File: src/rtl/game_pkg.sv
// Shared types and defaults for the game score controller.
// It holds the FSM state encoding and the score and level widths.
package game_pkg;

    localparam int unsigned SCORE_W        = 7;
    localparam int unsigned LEVEL_W        = 2;
    localparam int unsigned SCORE_MAX_DEF  = 99;
    localparam int unsigned LEVEL_STEP_DEF = 25;

    typedef enum logic [1:0] {
        ST_IDLE  = 2'd0,
        ST_PLAY  = 2'd1,
        ST_PAUSE = 2'd2,
        ST_OVER  = 2'd3
    } game_state_t;

endpackage

File: src/rtl/game_score_ctrl_sat_counter.sv
// Saturating up-counter with synchronous clear.
// Clear wins over enable, and the count holds once it reaches max.
module sat_counter #(
    parameter int unsigned W = 7
) (
    input  logic         slow_clock,
    input  logic         reset,
    input  logic         clear,
    input  logic         enable,
    input  logic [W-1:0] max,
    output logic [W-1:0] count
);

    always_ff @(posedge slow_clock or negedge reset) begin
        if (!reset) begin
            count <= '0;
        end else if (clear) begin
            count <= '0;
        end else if (enable && (count < max)) begin
            count <= count + W'(1);
        end
    end

endmodule

File: src/rtl/game_score_ctrl.sv
// Game flow FSM with score counter, high-score capture and level decode.
// In PLAY, coincident events resolve as collision over pause over tick.
module game_score_ctrl
    import game_pkg::*;
#(
    parameter int unsigned SCORE_MAX  = SCORE_MAX_DEF,
    parameter int unsigned LEVEL_STEP = LEVEL_STEP_DEF
) (
    input  logic               slow_clock,
    input  logic               reset,
    input  logic               start_i,
    input  logic               pause_i,
    input  logic               collision_i,
    input  logic               tick_i,
    output logic [SCORE_W-1:0] score,
    output logic [SCORE_W-1:0] high_score,
    output logic [LEVEL_W-1:0] level,
    output logic [1:0]         state_o,
    output logic               game_over_o,
    output logic               new_high_o
);

    game_state_t state, state_nxt;
    logic        clear_c;
    logic        enable_c;
    logic        raise_c;

    // State register
    always_ff @(posedge slow_clock or negedge reset) begin
        if (!reset) begin
            state <= ST_IDLE;
        end else begin
            state <= state_nxt;
        end
    end

    // Next state and per-edge control strobes
    always_comb begin
        state_nxt = state;
        clear_c   = 1'b0;
        enable_c  = 1'b0;
        raise_c   = 1'b0;
        case (state)
            ST_IDLE, ST_OVER: begin
                if (start_i) begin
                    state_nxt = ST_PLAY;
                    clear_c   = 1'b1;
                end
            end
            ST_PLAY: begin
                if (collision_i) begin
                    state_nxt = ST_OVER;
                    raise_c   = (score > high_score);
                end else if (pause_i) begin
                    state_nxt = ST_PAUSE;
                end else begin
                    enable_c  = tick_i;
                end
            end
            ST_PAUSE: begin
                if (pause_i) begin
                    state_nxt = ST_PLAY;
                end
            end
            default: state_nxt = ST_IDLE;
        endcase
    end

    sat_counter #(
        .W (SCORE_W)
    ) u_score (
        .slow_clock (slow_clock),
        .reset      (reset),
        .clear      (clear_c),
        .enable     (enable_c),
        .max        (SCORE_W'(SCORE_MAX)),
        .count      (score)
    );

    // High score is only updated on the PLAY->OVER edge
    always_ff @(posedge slow_clock or negedge reset) begin
        if (!reset) begin
            high_score <= '0;
            new_high_o <= 1'b0;
        end else begin
            new_high_o <= raise_c;
            if (raise_c) begin
                high_score <= score;
            end
        end
    end

    // Level thresholds by comparison against multiples of the step
    always_comb begin
        level = 2'd3;
        if (32'(score) < LEVEL_STEP) begin
            level = 2'd0;
        end else if (32'(score) < 2 * LEVEL_STEP) begin
            level = 2'd1;
        end else if (32'(score) < 3 * LEVEL_STEP) begin
            level = 2'd2;
        end
    end

    assign state_o     = state;
    assign game_over_o = (state == ST_OVER);

endmodule

File: config.mk
export PLATFORM = sky130hd
export DESIGN_NAME = game_score_ctrl
export DESIGN_NICKNAME = d
export VERILOG_FILES = /design/src/rtl/game_pkg.sv /design/src/rtl/game_score_ctrl_sat_counter.sv /design/src/rtl/game_score_ctrl.sv
export SDC_FILE = /design/constraint.sdc
export NUM_CORES = 1
export LEC_CHECK = 0
export BUFFER_PORTS_ARGS = -buffer_cell sky130_fd_sc_hd__buf_2
export CORE_ASPECT_RATIO = 0.75
export CORE_MARGIN = 2
export CORE_UTILIZATION = 55
export CTS_CLUSTER_SIZE = 16
export DETAILED_ROUTE_END_ITERATION = 6
export MAX_ROUTING_LAYER = met4
export PLACE_DENSITY = 0.9
export REMOVE_ABC_BUFFERS = 1
export SLEW_MARGIN = 20
export SYNTH_ARGS = -nofsm -noshare
export SYNTH_HDL_FRONTEND = slang
export SYNTH_SLANG_ARGS = --single-unit
File: constraint.sdc
create_clock -name slow_clock -period 3.8 [get_ports slow_clock]
set_input_delay 0.38 -clock slow_clock [delete_from_list [all_inputs] [get_ports slow_clock]]
set_output_delay 0.38 -clock slow_clock [all_outputs]
set_load 0.005 [all_outputs]
==> results.cfg, run 1 <==
[drt]
via_per_inst = 5.46
vias = 857
ant_nets = 0
drt_iter0_markers = 20
drc = 0
routed_wl_um = 2270
first_pass_iters = 4
wl_per_cell_um = 14.4

[global_routing]
grt_usage_pct = 21.4
antenna_found_initial = 0
grt_max_degree = 18
grt_overflow = 0
grt_pass1_wl_um = 3790
grt_pass1_vias = 816

[yosys]
ys_seq_area_share_pct = 39.0
synth.avg_cell_area_um2 = 10.1
synth_cell_types = 36
synth_warnings = 0
synth_area_um2 = 1090
netlist_instances = 108
ys_ff_latch = 17

[finish]
design_area_um2 = 1260
n_antenna_cell = 0
area_growth_syn_to_layout_pct = 15.6
nNetsFinal = 153
drive_gt1_share_pct = 29.6

[outcome]
outcome = finished with violations
violations = hold timing

[placement]
place_area_um2 = 1230
io_buffers = 25
dp_hpwl_um = 1720
gp_congestion = 0.925

[worst_setup_path]
endpoint_kind = flop
critical_path_buf_inv_count = 0
crit_top_cell = a21oi_1
rrSetupSlack_ns = 1.81
crit_family = compound AO/OA/AOI/OAI gates
cp.arrival_ns = 2.17
r2r-start = u_score.count[2]$_DFFE_PN0P_
r2r_cells = 5
critPathKind = flop to flop
worstReg2RegEnd = high_score[0]$_DFFE_PN0P_
critPathSlowestCell = dfrtp_1
start_kind = flop
crit_path_max_incr_delay_ns = 0.52
path_cells = ha_1 > a21oi_1 > a21oi_1 > o21ai_4 > mux2_2
path_max_fanout = 9
cp_data_required_time_ns = 3.98

[sta]
final_max_slew_viol_count = 0
skew_ns = 0.00229
tns_ns = 0
slew_headroom_pct = 74.4
hold_slack_ns = -0.00693
post-route-period-util_pct = 52.3
setup_viol = 0
min_period_ns = 1.99
hold_violations = 17
rsz0062_at_grt = false
worst_slew_pin_slew_ns = 0.384
max_freq_mhz = 503

[power]
p_sw_w = 0.000216
pwr-share-seq_pct = 42.9
p_int_w = 0.000357
ir_worst_vdd_uv = 281
power_frac_comb_pct = 40.2
total_power_w = 0.000573
switching_share_pct = 37.7
power_leakage_nw = 0.707
power.density_nw_per_um2 = 455
p_clk_share_pct = 16.9

[clock_network]
cts.repair.resized = 0
cts_root_buf = clkbuf_4
postCtsSetupRepairBufs = 0
clk_latency_ns = 0.29
cts_tree = built
clk_path_buf_depth = 2
cts_buffers = 3
clk_pin_slew_ns = 0.09
ctsHtreeMaxLevel = 1
holdBufCountCts = 0
clock_sinks = 17

[floorplanning]
pin_count = 26
fp-row-count = 13
coreArea_um2 = 1810
die_y_um = 42.6
fp.dieW_um = 55.4
initial_core_util_pct = 60.4
dieArea_um2 = 2360

[job]
drv_cap = 0

[hold_path]
hold_class = input port to async pin
-- cell type report --
type	count	area, um^2
multi-input combinational	77	612
fill	141	544
sequential	17	425
timing repair buffer	25	125
inverter	12	45.0
tap	22	27.5
clock buffer	4	26.3
-- power groups by stage --
stage	Clock (W)	Combinational, W	Sequential, W
after floorplan	0	0.000156	0.000246
after global placement	0	0.000222	0.000245
after detailed placement	0	0.000233	0.000250
after CTS	0.0000998	0.000235	0.000246
after global routing	0.000112	0.000263	0.000253
final	0.0000969	0.000230	0.000246
-- per-stage QoR --
step	instances	worst slack, ns	util [%]	hold WS [ns]
global placement	153	1.89	68.4	0.320
floorplan	106	1.99	-	0.0844
detailed placement	153	1.83	68.4	0.325
global route	157	1.73	69.9	0.00408
CTS	157	1.82	69.9	0.00436
finish	157	1.81	69.9	-0.00693
-- cell usage after synthesis --
master      n  area [um^2]
nor2_1     11         41.3
a32oi_1     1         8.76
o21ai_4     1         16.3
nor2b_1     1         6.26
and3_1      1         6.26
o211ai_2    1         12.5
and2_1      2         12.5
o211a_1     1         10.0
nand2_2     1         6.26
nand3_1     2         10.0
dfrtp_1    17          425
a21oi_1     5         25.0
a2111oi_4   1         27.5
clkbuf_1    1         3.75
xnor2_1     2         17.5
a21o_1      1         7.51
nor3_1      1         5.00
a41oi_1     1         8.76
nand2_1     6         22.5
ha_1       11          138
mux2_2      2         22.5
xor2_1      3         26.3
mux2i_1     2         20.0
and3_2      1         7.51
o21ai_0     7         35.0
inv_1      12         45.0
buf_2       1         5.00
o21ai_2     1         8.76
nand3b_1    1         7.51
o211ai_1    1         7.51
nand2b_1    1         6.26
and4bb_2    1         12.5
nand4_1     2         12.5
o21bai_1    1         7.51
mux2_4      3         45.0
mux2_1      1         11.3
-- worst max path at each step --
stage	cells after the start	end	start
final	5	high_score[0]$_DFFE_PN0P_	u_score.count[2]$_DFFE_PN0P_
after global routing	4	level[0]	u_score.count[3]$_DFFE_PN0P_
after CTS	5	high_score[0]$_DFFE_PN0P_	u_score.count[2]$_DFFE_PN0P_
after detailed placement	5	high_score[0]$_DFFE_PN0P_	u_score.count[2]$_DFFE_PN0P_
after global placement	5	high_score[1]$_DFFE_PN0P_	u_score.count[4]$_DFFE_PN0P_
after floorplan	5	high_score[0]$_DFFE_PN0P_	u_score.count[4]$_DFFE_PN0P_
-- layer usage --
metal	up-vias	global-route usage [%]	part of all wire, %
li1	429	-	-
met1	405	26.5	46
met2	18	34.8	48
met3	5	6.79	4.5
met4	0	4.39	0.84
met5	-	-	0
-- sequential cells by signal, indices dropped and copies added (netlist names) --
name / flops
u_score.count: 7
state_o: 2
high_score: 7
new_high_o: 1
-- cell families after synthesis --
logic type / Yosys count / synth area share [%]
muxes: 8 / 9.06
and+or+nand+nor: 31 / 14.3
DFF: 17 / 39.0
AOI/OAI and AO/OA: 22 / 16.1
xor gates and xnor gates: 5 / 4.01
buffers and inverters: 14 / 4.93
adders and majority gates: 11 / 12.6
-- layout by cell type, fill, tap and decap left out, types with 5 or more instances in the layout --
master	Yosys	final
nor2_1	11	11
buf_2	1	25
nand2_1	6	6
inv_1	12	12
o21ai_0	7	7
a21oi_1	5	5
ha_1	11	11
dfrtp_1	17	17
No activity file was read; power rests on OpenSTA's default activity.
==> run 2: changes to the inputs <==
Settings changed: CORE_UTILIZATION 55 to 52, PLACE_DENSITY 0.9 to 0.86.
Clock period 3.8 ns to 1.9 ns, I/O delays scaled along.
==> run 2 against run 1 <==
The flow now finishes without violations. First-iteration DRC count is 100% higher. Fmax up 9.0%. Via count rose by 8.9%. Design area is 9.2% higher. Clock skew hardly changed. Combinational power up 150%. Worst hold slack improved by 0.21 ns. Sequential share of layout area decreased by 2.8 points. Utilization down 0.87 points. Register-to-register slack got worse by 1.7 ns. Wire length grew 7.1%. Flip-flop and latch count unchanged.
==> results.cfg, run 2 (same netlist as run 1, synthesis figures left out) <==
[sta]
rsz0062_at_grt = false
final_max_slew_viol_count = 0
setup_viol = 0
tns_ns = 0
min_period_ns = 1.82
skew_ns = 0.00227
post-route-period-util_pct = 96.0
worst_slew_pin_slew_ns = 0.385
hold_violations = 0
slew_headroom_pct = 74.3
max_freq_mhz = 549

[power]
p_sw_w = 0.000456
switching_share_pct = 37.0
power_frac_comb_pct = 46.2
p_clk_share_pct = 15.6
total_power_w = 0.00123
p_int_w = 0.000776
pwr-share-seq_pct = 38.2
power_leakage_nw = 0.772
ir_worst_vdd_uv = 802
power.density_nw_per_um2 = 894

[drt]
ant_nets = 0
drc = 0
vias = 933
wl_per_cell_um = 14.3
first_pass_iters = 4
via_per_inst = 5.49
routed_wl_um = 2430
drt_iter0_markers = 40

[clock_network]
clock_sinks = 17
clk_path_buf_depth = 2
cts_buffers = 3
clk_latency_ns = 0.29
cts_root_buf = clkbuf_4
cts_tree = built
ctsHtreeMaxLevel = 1
clk_pin_slew_ns = 0.09

[hold_path]
hp-start = pause_i
hold_class = input port to flop

[placement]
io_buffers = 25
dp_hpwl_um = 1820
place_area_um2 = 1290
gp_congestion = 0.863

[floorplanning]
fp.dieW_um = 56.9
fp-row-count = 14
die_y_um = 43.7
coreArea_um2 = 2000
initial_core_util_pct = 54.6
dieArea_um2 = 2480
pin_count = 26

[worst_setup_path]
r2r_cells = 6
path_cells = ha_1 > nand4_1 > o211a_1 > o21ai_4 > buf_12 > mux2_2
worstReg2RegEnd = high_score[0]$_DFFE_PN0P_
start_kind = flop
endpoint = high_score[0]$_DFFE_PN0P_
r2r-start = u_score.count[6]$_DFFE_PN0P_
critPathSlowestCell = dfrtp_1
crit_path_max_incr_delay_ns = 0.41
critPathKind = flop to flop
startpoint = u_score.count[6]$_DFFE_PN0P_
rrSetupSlack_ns = 0.08
path_max_fanout = 4
endpoint_kind = flop
cp_data_required_time_ns = 2.08
cp.arrival_ns = 2.01

[global_routing]
grt_pass1_wl_um = 4060
antenna_found_initial = 0
grt_overflow = 0
grt_max_degree = 18
grt_pass1_vias = 926
grt_usage_pct = 22.4

[finish]
design_area_um2 = 1380
nNetsFinal = 164
final_common_cell = buf_2
drive_gt1_share_pct = 34.9
final_cell_mix = buf_2 (25), dfrtp_1 (17), inv_1 (12), nor2_1 (11), ha_1 (10)
utilization_pct = 69.0
area.sequential_um2 = 425
multiInputGateArea_um2 = 624
n_antenna_cell = 0
fillers = 161
area_growth_syn_to_layout_pct = 26.3

[job]
drv_cap = 0

[outcome]
outcome = finished clean
## run 2: changes by cell type in the layout (fill, tap and decap cells not counted)
cell,before,now
dlygate4sd3_1,0,1
buf_4,0,8
buf_6,0,1
ha_4,0,1
o21ai_0,7,6
o21ai_1,0,1
buf_12,0,1
ha_1,11,10
## run 2: final cells by class
class	instances	area share, %
Timing Repair Buffer	36	16.4
Inverter	12	3.27
Sequential cell	17	30.9
Tap cell	24	2.18
Clock buffer	4	1.91
Multi-Input combinational cell	77	45.3
## run 2: repair_timing
item,in CTS,in global routing
resized for setup,0,3
hold buffers,1,0
endpoints found under the setup margin,0,6
hold endpoints to repair,17,0
setup buffers,0,3
## run 2: worst max-delay path, delay by kind of cell, from the launching register on
kind                       cells  cell delay [ns]
and+or+nand+nor                1             0.15
adders and majority gates      1             0.34
buffers and inverters          1             0.13
DFF                            1             0.41
AOI/OAI and AO/OA              2             0.37
muxes                          1             0.32
## run 2: power groups by stage
| stage | Combinational [W] | Sequential [W] | Clock, W |
|---|---|---|---|
| after floorplan | 0.000311 | 0.000492 | 0 |
| after global placement | 0.000480 | 0.000472 | 0 |
| after detailed placement | 0.000503 | 0.000479 | 0 |
| after CTS | 0.000510 | 0.000472 | 0.000197 |
| after global routing | 0.000646 | 0.000481 | 0.000216 |
| final | 0.000569 | 0.000470 | 0.000192 |
## run 2: per-stage QoR
step / hold slack (ns) / cells / setup WS [ns]
after CTS: 0.196 / 167 / 0.0350
after detailed placement: 0.131 / 162 / 0.0499
after global routing: 0.206 / 170 / 0.00476
final: 0.199 / 170 / 0.0769
after floorplan: -0.106 / 106 / 0.0932
after global placement: 0.127 / 162 / 0.131
## run 2: worst min-delay path by stage
stage	slack (ns)	to	cells after the start
final	0.20	state_o[0]$_DFFE_PN0P_	4
after global routing	0.21	state_o[0]$_DFFE_PN0P_	3
after CTS	0.20	state_o[0]$_DFFE_PN0P_	4
after detailed placement	0.13	state_o[1]$_DFFE_PN0P_	1
after global placement	0.13	state_o[1]$_DFFE_PN0P_	1
after floorplan	-0.11	high_score[0]$_DFFE_PN0P_	0
## run 2: layer usage
| layer | up-vias | wire length [um] | global-route usage, % |
|---|---|---|---|
| met5 | - | 0 | - |
| met4 | 0 | 27 | 7.44 |
| li1 | 449 | - | - |
| met3 | 4 | 117 | 5.67 |
| met2 | 24 | 1230 | 38.9 |
| met1 | 456 | 1050 | 25.7 |
==> run 3: changes to the inputs <==
Settings changed: REMOVE_ABC_BUFFERS 1 to not set.
==> run 3 against run 2 <==
Non-clock buffer count is the same. Clock power is essentially flat. Register-to-register slack lost 0.03 ns. Via count up 2.4%.
==> results.cfg, run 3 (same netlist as run 1, synthesis figures left out) <==
[outcome]
outcome = finished clean

[power]
power_frac_comb_pct = 45.1
p_int_w = 0.000763
p_sw_w = 0.000456
power.density_nw_per_um2 = 895
pwr-share-seq_pct = 39.1
power_leakage_nw = 0.770
ir_worst_vdd_uv = 609
switching_share_pct = 37.4
p_clk_share_pct = 15.7

[hold_path]
hold_class = input port to flop

[global_routing]
grt_max_degree = 18
grt_overflow = 0
grt_pass1_wl_um = 4150
grt_pass1_vias = 878
antenna_found_initial = 0
grt_usage_pct = 22.9

[worst_setup_path]
path_cells = inv_1 > ha_1 > nand4_1 > o211a_1 > o21ai_4 > buf_12 > mux2_1
path_max_fanout = 7
endpoint_kind = flop
critPathSlowestCell = dfrtp_1
crit_path_max_incr_delay_ns = 0.39
crit_family = flip-flops
critical_path_buf_inv_count = 2
cp_data_required_time_ns = 2.07
cp.arrival_ns = 2.02
critPathKind = flop to flop
start_kind = flop

[placement]
place_area_um2 = 1290
place_inst = 162
gp_congestion = 0.782
io_buffers = 25
dp_hpwl_um = 1890

[sta]
slew_headroom_pct = 74.8
final_max_slew_viol_count = 0
setup_viol = 0
max_freq_mhz = 541
hold_violations = 0
rsz0062_at_grt = true
hold_slack_ns = 0.218
post-route-period-util_pct = 97.3
skew_ns = 0.00156
min_period_ns = 1.85
tns_ns = 0
worst_slew_pin_slew_ns = 0.378

[finish]
design_area_um2 = 1360
utilization_pct = 68.2
multiInputGateArea_um2 = 612
layoutNonFillerInstCount = 170
area_growth_syn_to_layout_pct = 24.8
final_cell_mix = buf_2 (25), dfrtp_1 (17), inv_1 (12), nor2_1 (11), ha_1 (11)
drive_gt1_share_pct = 34.2
nNetsFinal = 164
area.sequential_um2 = 425
n_antenna_cell = 0
final_common_cell = buf_2
fillers = 155

[drt]
first_pass_iters = 4
drc = 0
ant_nets = 0
vias = 955
via_per_inst = 5.62
routed_wl_um = 2590
drt_iter0_markers = 38
wl_per_cell_um = 15.2

[floorplanning]
fp-row-count = 14
pin_count = 26
die_y_um = 43.7
fp.dieW_um = 56.9
initial_core_util_pct = 54.6
coreArea_um2 = 2000
dieArea_um2 = 2480

[clock_network]
cts_tree = built
ctsHtreeMaxLevel = 1
cts_root_buf = clkbuf_4
clk_latency_ns = 0.28
clock_sinks = 17
cts_buffers = 3
clk_path_buf_depth = 2
clk_pin_slew_ns = 0.10

[job]
drv_cap = 0

[yosys]
synth_nets = 125
## run 3: cell counts in the layout (fill, tap and decap cells not counted)
No cell type changed its count.
## run 3: routing by layer
| metal | GRT usage [%] | vias to the layer above | wire, um |
|---|---|---|---|
| met5 | - | - | 0 |
| met1 | 30.7 | 465 | 1160 |
| met2 | 33.3 | 34 | 1220 |
| met3 | 5.67 | 8 | 152 |
| met4 | 9.77 | 0 | 53 |
| li1 | - | 448 | - |
## run 3: through the flow
step / total power [W] / setup WS, ns
after floorplan: 0.000809 / 0.0932
after global placement: 0.000950 / 0.114
after detailed placement: 0.000981 / 0.0176
after CTS: 0.00121 / 0.0228
after global routing: 0.00131 / -0.0281
final: 0.00122 / 0.0518
## run 3: cell type report
| type | count | area share, % |
|---|---|---|
| Inverter | 12 | 3.31 |
| Multi-Input combinational cell | 77 | 44.9 |
| Sequential cell | 17 | 31.2 |
| Clock buffer | 4 | 1.93 |
| Timing Repair Buffer | 36 | 16.4 |
| Tap cell | 24 | 2.21 |
## run 3: final timing paths
path / startpoint / endpoint / slack, ns / cells after the start
max: high_score[6]$_DFFE_PN0P_ / high_score[2]$_DFFE_PN0P_ / 0.05 / 7
min: pause_i / state_o[0]$_DFFE_PN0P_ / 0.22 / 4
max reg2reg: high_score[6]$_DFFE_PN0P_ / high_score[2]$_DFFE_PN0P_ / 0.05 / 7
min reg2reg: high_score[2]$_DFFE_PN0P_ / high_score[2]$_DFFE_PN0P_ / 0.56 / 1
max in group asynchronous: reset / u_score.count[4]$_DFFE_PN0P_ / 1.28 / 2
min in group asynchronous: reset / high_score[2]$_DFFE_PN0P_ / 0.35 / 2
## run 3: timing repair
action | in CTS | in global routing
endpoints found under the setup margin | 1 | 6
gates resized for setup | 0 | 1
endpoints found under the hold margin | 17 | 0
hold buffers | 1 | 0
gates cloned | 0 | 0
pin swaps | 1 | 1
buffers inserted | 2 | 1
## run 3: worst register-to-register path, delay by kind of cell (launching register included)
family	cells	cell delay (ns)
and+or+nand+nor	1	0.15
buffers and inverters	2	0.21
muxes	1	0.32
adders and majority gates	1	0.31
AOI/OAI and AO/OA	2	0.36
DFF	1	0.39
## run 3: power by group through the flow
stage          Sequential [W]  Combinational (W)  Clock, W
2_1_floorplan        0.000492           0.000316         0
3_3_place_gp         0.000474           0.000476         0
3_5_place_dp         0.000481           0.000500         0
4_1_cts              0.000474           0.000547  0.000194
5_1_grt              0.000484           0.000618  0.000212
6_report             0.000477           0.000550  0.000192
